--- src/rtl/timer_apb_arbiter.sv ---
//-----------------------------------------------------------------------------
// timer_apb_arbiter
//
// Purpose:
//   2:1 APB arbiter sharing the timer APB slave port between a CPU requester
//   (m0) and a debug/DMA requester (m1). Each transfer is granted either
//   round-robin or with fixed priority to m0. A clean SETUP/ACCESS sequence
//   is regenerated downstream from registered command fields. The response
//   goes only to the granted requester.
//
// Ports:
//   sys_clk, sys_rst_n         clock (rising edge), async active-low reset
//   mN_psel/penable/pwrite     requester N control (N = 0,1); penable ignored
//   mN_paddr/pwdata/pstrb      requester N command fields
//   mN_prdata/pready/pslverr   requester N response (zero when not granted)
//   tim_psel/penable           downstream phase control
//   tim_pwrite/paddr/pwdata    registered command of the granted transfer
//   tim_pstrb                  registered strobes, forced to zero on reads
//   tim_prdata/pready/pslverr  downstream slave response
//
// Configuration:
//   TIMER_ARB_TIMEOUT_EN  when defined, an ACCESS phase that lasts
//                         TIMEOUT_CYC cycles without tim_pready is
//                         terminated with an error response.
//-----------------------------------------------------------------------------
`timescale 1ns/1ps

module timer_apb_arbiter #(
    parameter int ADDR_W      = 13,
    parameter int DATA_W      = 32,
    parameter int FIXED_PRIO  = 0,
    parameter int TIMEOUT_CYC = 16
) (
    input  logic                  sys_clk,
    input  logic                  sys_rst_n,

    input  logic                  m0_psel,
    input  logic                  m0_penable,
    input  logic                  m0_pwrite,
    input  logic [ADDR_W-1:0]     m0_paddr,
    input  logic [DATA_W-1:0]     m0_pwdata,
    input  logic [DATA_W/8-1:0]   m0_pstrb,
    output logic [DATA_W-1:0]     m0_prdata,
    output logic                  m0_pready,
    output logic                  m0_pslverr,

    input  logic                  m1_psel,
    input  logic                  m1_penable,
    input  logic                  m1_pwrite,
    input  logic [ADDR_W-1:0]     m1_paddr,
    input  logic [DATA_W-1:0]     m1_pwdata,
    input  logic [DATA_W/8-1:0]   m1_pstrb,
    output logic [DATA_W-1:0]     m1_prdata,
    output logic                  m1_pready,
    output logic                  m1_pslverr,

    output logic                  tim_psel,
    output logic                  tim_penable,
    output logic                  tim_pwrite,
    output logic [ADDR_W-1:0]     tim_paddr,
    output logic [DATA_W-1:0]     tim_pwdata,
    output logic [DATA_W/8-1:0]   tim_pstrb,
    input  logic [DATA_W-1:0]     tim_prdata,
    input  logic                  tim_pready,
    input  logic                  tim_pslverr
);

    typedef enum logic [1:0] {
        IDLE   = 2'd0,
        SETUP  = 2'd1,
        ACCESS = 2'd2
    } state_t;

    state_t state;
    state_t state_next;

    logic grant;
    logic last_grant;
    logic any_req;
    logic pick;
    logic complete;
    logic timed_out;
    logic [DATA_W-1:0] rsp_data;
    logic rsp_err;

    // Requester enables play no part in arbitration.
    logic unused_penable;
    assign unused_penable = m0_penable ^ m1_penable;

    assign any_req = m0_psel | m1_psel;

    // On a tie, round-robin hands the grant to whoever was not served last.
    always_comb begin
        pick = 1'b0;
        if (m0_psel && m1_psel) begin
            pick = (FIXED_PRIO != 0) ? 1'b0 : ~last_grant;
        end else if (m1_psel) begin
            pick = 1'b1;
        end
    end

`ifdef TIMER_ARB_TIMEOUT_EN
    localparam int CNT_W = $clog2(TIMEOUT_CYC + 1);

    logic [CNT_W-1:0] wait_cnt;

    // A ready in the timeout cycle wins, so the timeout needs tim_pready low.
    assign timed_out = (state == ACCESS) && !tim_pready &&
                       (wait_cnt == CNT_W'(TIMEOUT_CYC));

    always_ff @(posedge sys_clk or negedge sys_rst_n) begin
        if (!sys_rst_n) begin
            wait_cnt <= '0;
        end else if (state == SETUP) begin
            wait_cnt <= '0;
        end else if ((state == ACCESS) && !tim_pready && !timed_out) begin
            wait_cnt <= wait_cnt + 1'b1;
        end
    end
`else
    localparam int UNUSED_TIMEOUT = TIMEOUT_CYC;

    assign timed_out = 1'b0;
`endif

    assign complete = (state == ACCESS) && (tim_pready || timed_out);

    // A forced termination returns zero data with an error flag.
    assign rsp_data = tim_pready ? tim_prdata : '0;
    assign rsp_err  = tim_pready ? tim_pslverr : 1'b1;

    always_ff @(posedge sys_clk or negedge sys_rst_n) begin
        if (!sys_rst_n) begin
            state <= IDLE;
        end else begin
            state <= state_next;
        end
    end

    // A response reaches a requester only while it still holds psel; a
    // requester that abandoned its granted transfer never sees the result.
    always_comb begin
        state_next  = state;
        tim_psel    = 1'b0;
        tim_penable = 1'b0;
        m0_pready   = 1'b0;
        m0_pslverr  = 1'b0;
        m0_prdata   = '0;
        m1_pready   = 1'b0;
        m1_pslverr  = 1'b0;
        m1_prdata   = '0;
        case (state)
            IDLE: begin
                if (any_req) begin
                    state_next = SETUP;
                end
            end
            SETUP: begin
                tim_psel   = 1'b1;
                state_next = ACCESS;
            end
            ACCESS: begin
                tim_psel    = 1'b1;
                tim_penable = 1'b1;
                if (complete) begin
                    state_next = IDLE;
                    if (!grant && m0_psel) begin
                        m0_pready  = 1'b1;
                        m0_pslverr = rsp_err;
                        m0_prdata  = rsp_data;
                    end
                    if (grant && m1_psel) begin
                        m1_pready  = 1'b1;
                        m1_pslverr = rsp_err;
                        m1_prdata  = rsp_data;
                    end
                end
            end
            default: begin
                state_next = IDLE;
            end
        endcase
    end

    // Command fields are captured only at grant time, so they stay stable
    // for the whole SETUP/ACCESS sequence whatever the requesters do.
    always_ff @(posedge sys_clk or negedge sys_rst_n) begin
        if (!sys_rst_n) begin
            grant      <= 1'b0;
            last_grant <= 1'b1;
            tim_pwrite <= 1'b0;
            tim_paddr  <= '0;
            tim_pwdata <= '0;
            tim_pstrb  <= '0;
        end else begin
            if ((state == IDLE) && any_req) begin
                grant      <= pick;
                tim_pwrite <= pick ? m1_pwrite : m0_pwrite;
                tim_paddr  <= pick ? m1_paddr  : m0_paddr;
                tim_pwdata <= pick ? m1_pwdata : m0_pwdata;
                if (pick ? m1_pwrite : m0_pwrite) begin
                    tim_pstrb <= pick ? m1_pstrb : m0_pstrb;
                end else begin
                    tim_pstrb <= '0;
                end
            end
            if (complete) begin
                last_grant <= grant;
            end
        end
    end

endmodule
--- config.mk ---
export PLATFORM = sky130hd
export DESIGN_NAME = timer_apb_arbiter
export DESIGN_NICKNAME = d
export VERILOG_FILES = /design/src/rtl/timer_apb_arbiter.sv
export SDC_FILE = /design/constraint.sdc
export NUM_CORES = 1
export LEC_CHECK = 0
export ABC_AREA = 1
export CORE_AREA = 10 10 117 119
export CTS_CLUSTER_DIAMETER = 30
export CTS_CLUSTER_SIZE = 12
export DETAILED_ROUTE_END_ITERATION = 10
export DIE_AREA = 0 0 127 129
export PLACE_DENSITY = 0.88
export SLEW_MARGIN = 30
export SYNTH_ARGS = -nofsm -noshare
export SYNTH_HDL_FRONTEND = slang
export SYNTH_SLANG_ARGS = --single-unit
--- constraint.sdc ---
create_clock -name sys_clk -period 1.5 [get_ports sys_clk]
set_input_delay 0.375 -clock sys_clk [delete_from_list [all_inputs] [get_ports sys_clk]]
set_output_delay 0.375 -clock sys_clk [all_outputs]
set_load 0.02 [all_outputs]
==> impl_metrics.py <==
metrics = {
    "cts": {
        "h-tree-depth": 2,
        "clockBufferDepth": 2,
        "cts_buffers": 5,
        "cts_root_buf": "clkbuf_16",
        "cts_tree": "done",
        "numClockSinks": 54,
        "clk_latency_ns": 0.29,
        "cts_hold_buf": 0,
        "clkTransAtPathRegs_ns": 0.07,
    },
    "sta": {
        "worst_pin_slew_ns": 0.304,
        "fmax_mhz": 507,
        "hold_viol": 0,
        "slew_viol_final": 0,
        "fin_crit_ns": 1.97,
        "tns_ns": -29.85,
        "slew_headroom_pct": 79.7,
        "skew_ns": 0.00777,
        "period_share_pct": 132,
        "setup_slack_ns": -0.473,
        "setup_viol": 117,
        "rsz0062_at_grt": "yes",
    },
    "critical_path": {
        "worstPathArrival_ns": 1.60,
        "crit_type": "register to output pin",
        "cp_data_required_time_ns": 1.12,
        "cp_num_buf_inv": 4,
        "cp_max_fo": 11,
        "setup.worst_path.start_class": "register",
        "path_cells": "inv_2 -> ha_4 -> nand2_4 -> inv_6 -> nand3_4 -> buf_12 -> a21oi_2 -> buf_4",
        "crit_path_top_delay_cell": "dfrtp_1",
        "cp_slowest_stage_delay_ns": 0.39,
        "endpoint_kind": "output pin",
        "path_delay_family": "buffers and inverters",
    },
    "detailed_routing": {
        "vias_per_cell": 4.53,
        "vias": 3985,
        "wl_per_cell_um": 17.1,
        "drc": 0,
        "drtIter0Drc": 99,
        "antenna_left": 0,
        "wl_um": 15100,
        "drt_first_pass_iters": 4,
    },
    "synthesis": {
        "synth-seq-cells": 54,
        "yosysMostFrequentCell": "nand2_1",
        "synth_top_area_share_pct": 38.4,
        "synthCells": 464,
        "syn_area_mm2": 0.00345,
        "synth_seq_area_share_pct": 39.2,
        "synth_enable_flop_cells": 0,
        "synthArstFlopShare_pct": 100,
        "synth_top_cell_by_area": "dfrtp_1",
        "synth_ff_type": "dfrtp_1",
        "syn_nets": 607,
        "ys_top_cells_by_count": "nand2_1 (162), inv_1 (83), nor2_1 (68)",
        "synthTopCellsByArea": "dfrtp_1 (38%), nand2_1 (18%), o211ai_2 (14%)",
        "ys_types": 20,
        "yosys_warnings": 0,
        "synth_area_per_cell_um2": 7.44,
    },
    "floorplan": {
        "die_h_um": 129,
        "dieArea_mm2": 0.0164,
        "coreArea_mm2": 0.0113,
        "pin_count": 260,
        "die_w_um": 127,
        "rows": 39,
        "initial_core_util_pct": 30.5,
    },
    "cells_and_area": {
        "nets": 877,
        "fin_util_pct": 63.6,
        "area_growth_pct": 108,
        "layout-drive-gt1-share_pct": 32.0,
        "final_cells": 880,
    },
    "outcome": {
        "violations": "negative setup slack",
        "outcome": "complete, but fails checks",
    },
    "placement": {
        "dp_slack_ns": -1.00,
        "gp_congestion": 0.815,
        "io_buffers": 257,
        "dp_hpwl_um": 11700,
        "dp.cells": 864,
    },
    "power_and_ir_drop": {
        "ir_drop_v": 0.000807,
        "finalPower_mw": 9.40,
        "power_density_mw_per_mm2": 1310,
        "p_leak_nw": 3.56,
    },
    "grt": {
        "overflow": 0,
        "grt_max_degree": 55,
        "grt_pass1_vias": 4157,
        "antenna_found_initial": 2,
        "grt_usage_pct": 16.8,
        "grt_pass1_wl_um": 22400,
    },
    "run": {
        "maxCapViolations": 0,
    },
    "hold_path": {
        "holdCritPathClass": "primary input to asynchronous set/reset pin",
    },
}
## report_power, final
group / switching, mW / total, mW / internal, mW
Clock: 0.552 / 1.17 / 0.620
Combinational: 3.28 / 5.64 / 2.36
Sequential: 0.390 / 2.59 / 2.20
## layout by cell type (no fill, tap or decap), types with 3 or more instances in the layout
cell type,Yosys,final
nand3_1,10,9
clkbuf_16,0,8
dfrtp_1,53,53
clkdlybuf4s50_1,0,134
nor2_4,0,63
buf_16,0,3
dlygate4sd2_1,0,52
buf_6,0,72
inv_1,83,79
o211ai_2,39,39
buf_4,4,16
nand2_4,2,3
nor2_2,0,3
o211ai_1,6,6
nand2_1,162,160
buf_12,5,8
## area by class of cell
type,instances,area (um^2)
Fill cell,928,4130
Sequential cell,54,1350
Timing Repair Buffer,290,3070
Multi-Input combinational cell,298,2110
Clock buffer,5,125
Inverter,85,339
Clock inverter,3,21.3
Tap cell,143,179
Antenna cell,2,5.00
## metrics by stage
step / cell area (um^2) / hold WS [ns]
floorplan: 4020 / 0.0794
global placement: 6790 / 0.392
detailed placement: 6790 / 0.397
CTS: 6940 / 0.0737
global route: 7190 / 0.0764
finish: 7190 / 0.0594
## registers in the layout, indices dropped and copies added (netlist names)
signal / count
last_grant: 1
grant: 1
tim_paddr: 13
state: 2
tim_pwdata: 32
tim_pwrite: 1
tim_pstrb: 4
## cell families (layout without fill, tap and decap cells)
kind of cell	Yosys count	in the layout	share of synthesized area, %
AOI/OAI and AO/OA	51	51	16.7
DFF	54	54	39.2
other	0	2	0
buffers and inverters	112	383	15.6
adders and majority gates	3	3	1.09
and+or+nand+nor	244	244	27.5
## metal layers
| layer | GRT usage [%] | vias to the layer above | part of all wire (%) |
|---|---|---|---|
| met1 | 18.1 | 1830 | 40 |
| met5 | 0 | - | 0 |
| met4 | 4.22 | 0 | 1.4 |
| met3 | 8.05 | 16 | 10 |
| li1 | - | 1941 | - |
| met2 | 28.9 | 198 | 49 |
## timing repair
item,CTS,global route
setup buffers,3,1
endpoints found under the setup margin,144,121
pin swaps,3,2
resized for setup,442,51
cloned,1,3
## path summary, 6_finish.rpt
path	from	endpoint	slack (ns)	cells past startpoint
setup reg to reg	state[1]	tim_paddr[4]	-0.01	9
min in group sys_clk	tim_pwdata[12]	tim_pwdata[12]	0.47	2
setup / recovery	state[0]	m1_pslverr	-0.47	8
hold / removal	sys_rst_n	tim_pwdata[28]	0.06	2
hold reg to reg	tim_pwdata[12]	tim_pwdata[12]	0.47	2
max in group asynchronous	sys_rst_n	last_grant	1.12	2
No activity file was read; power rests on OpenSTA's default activity.
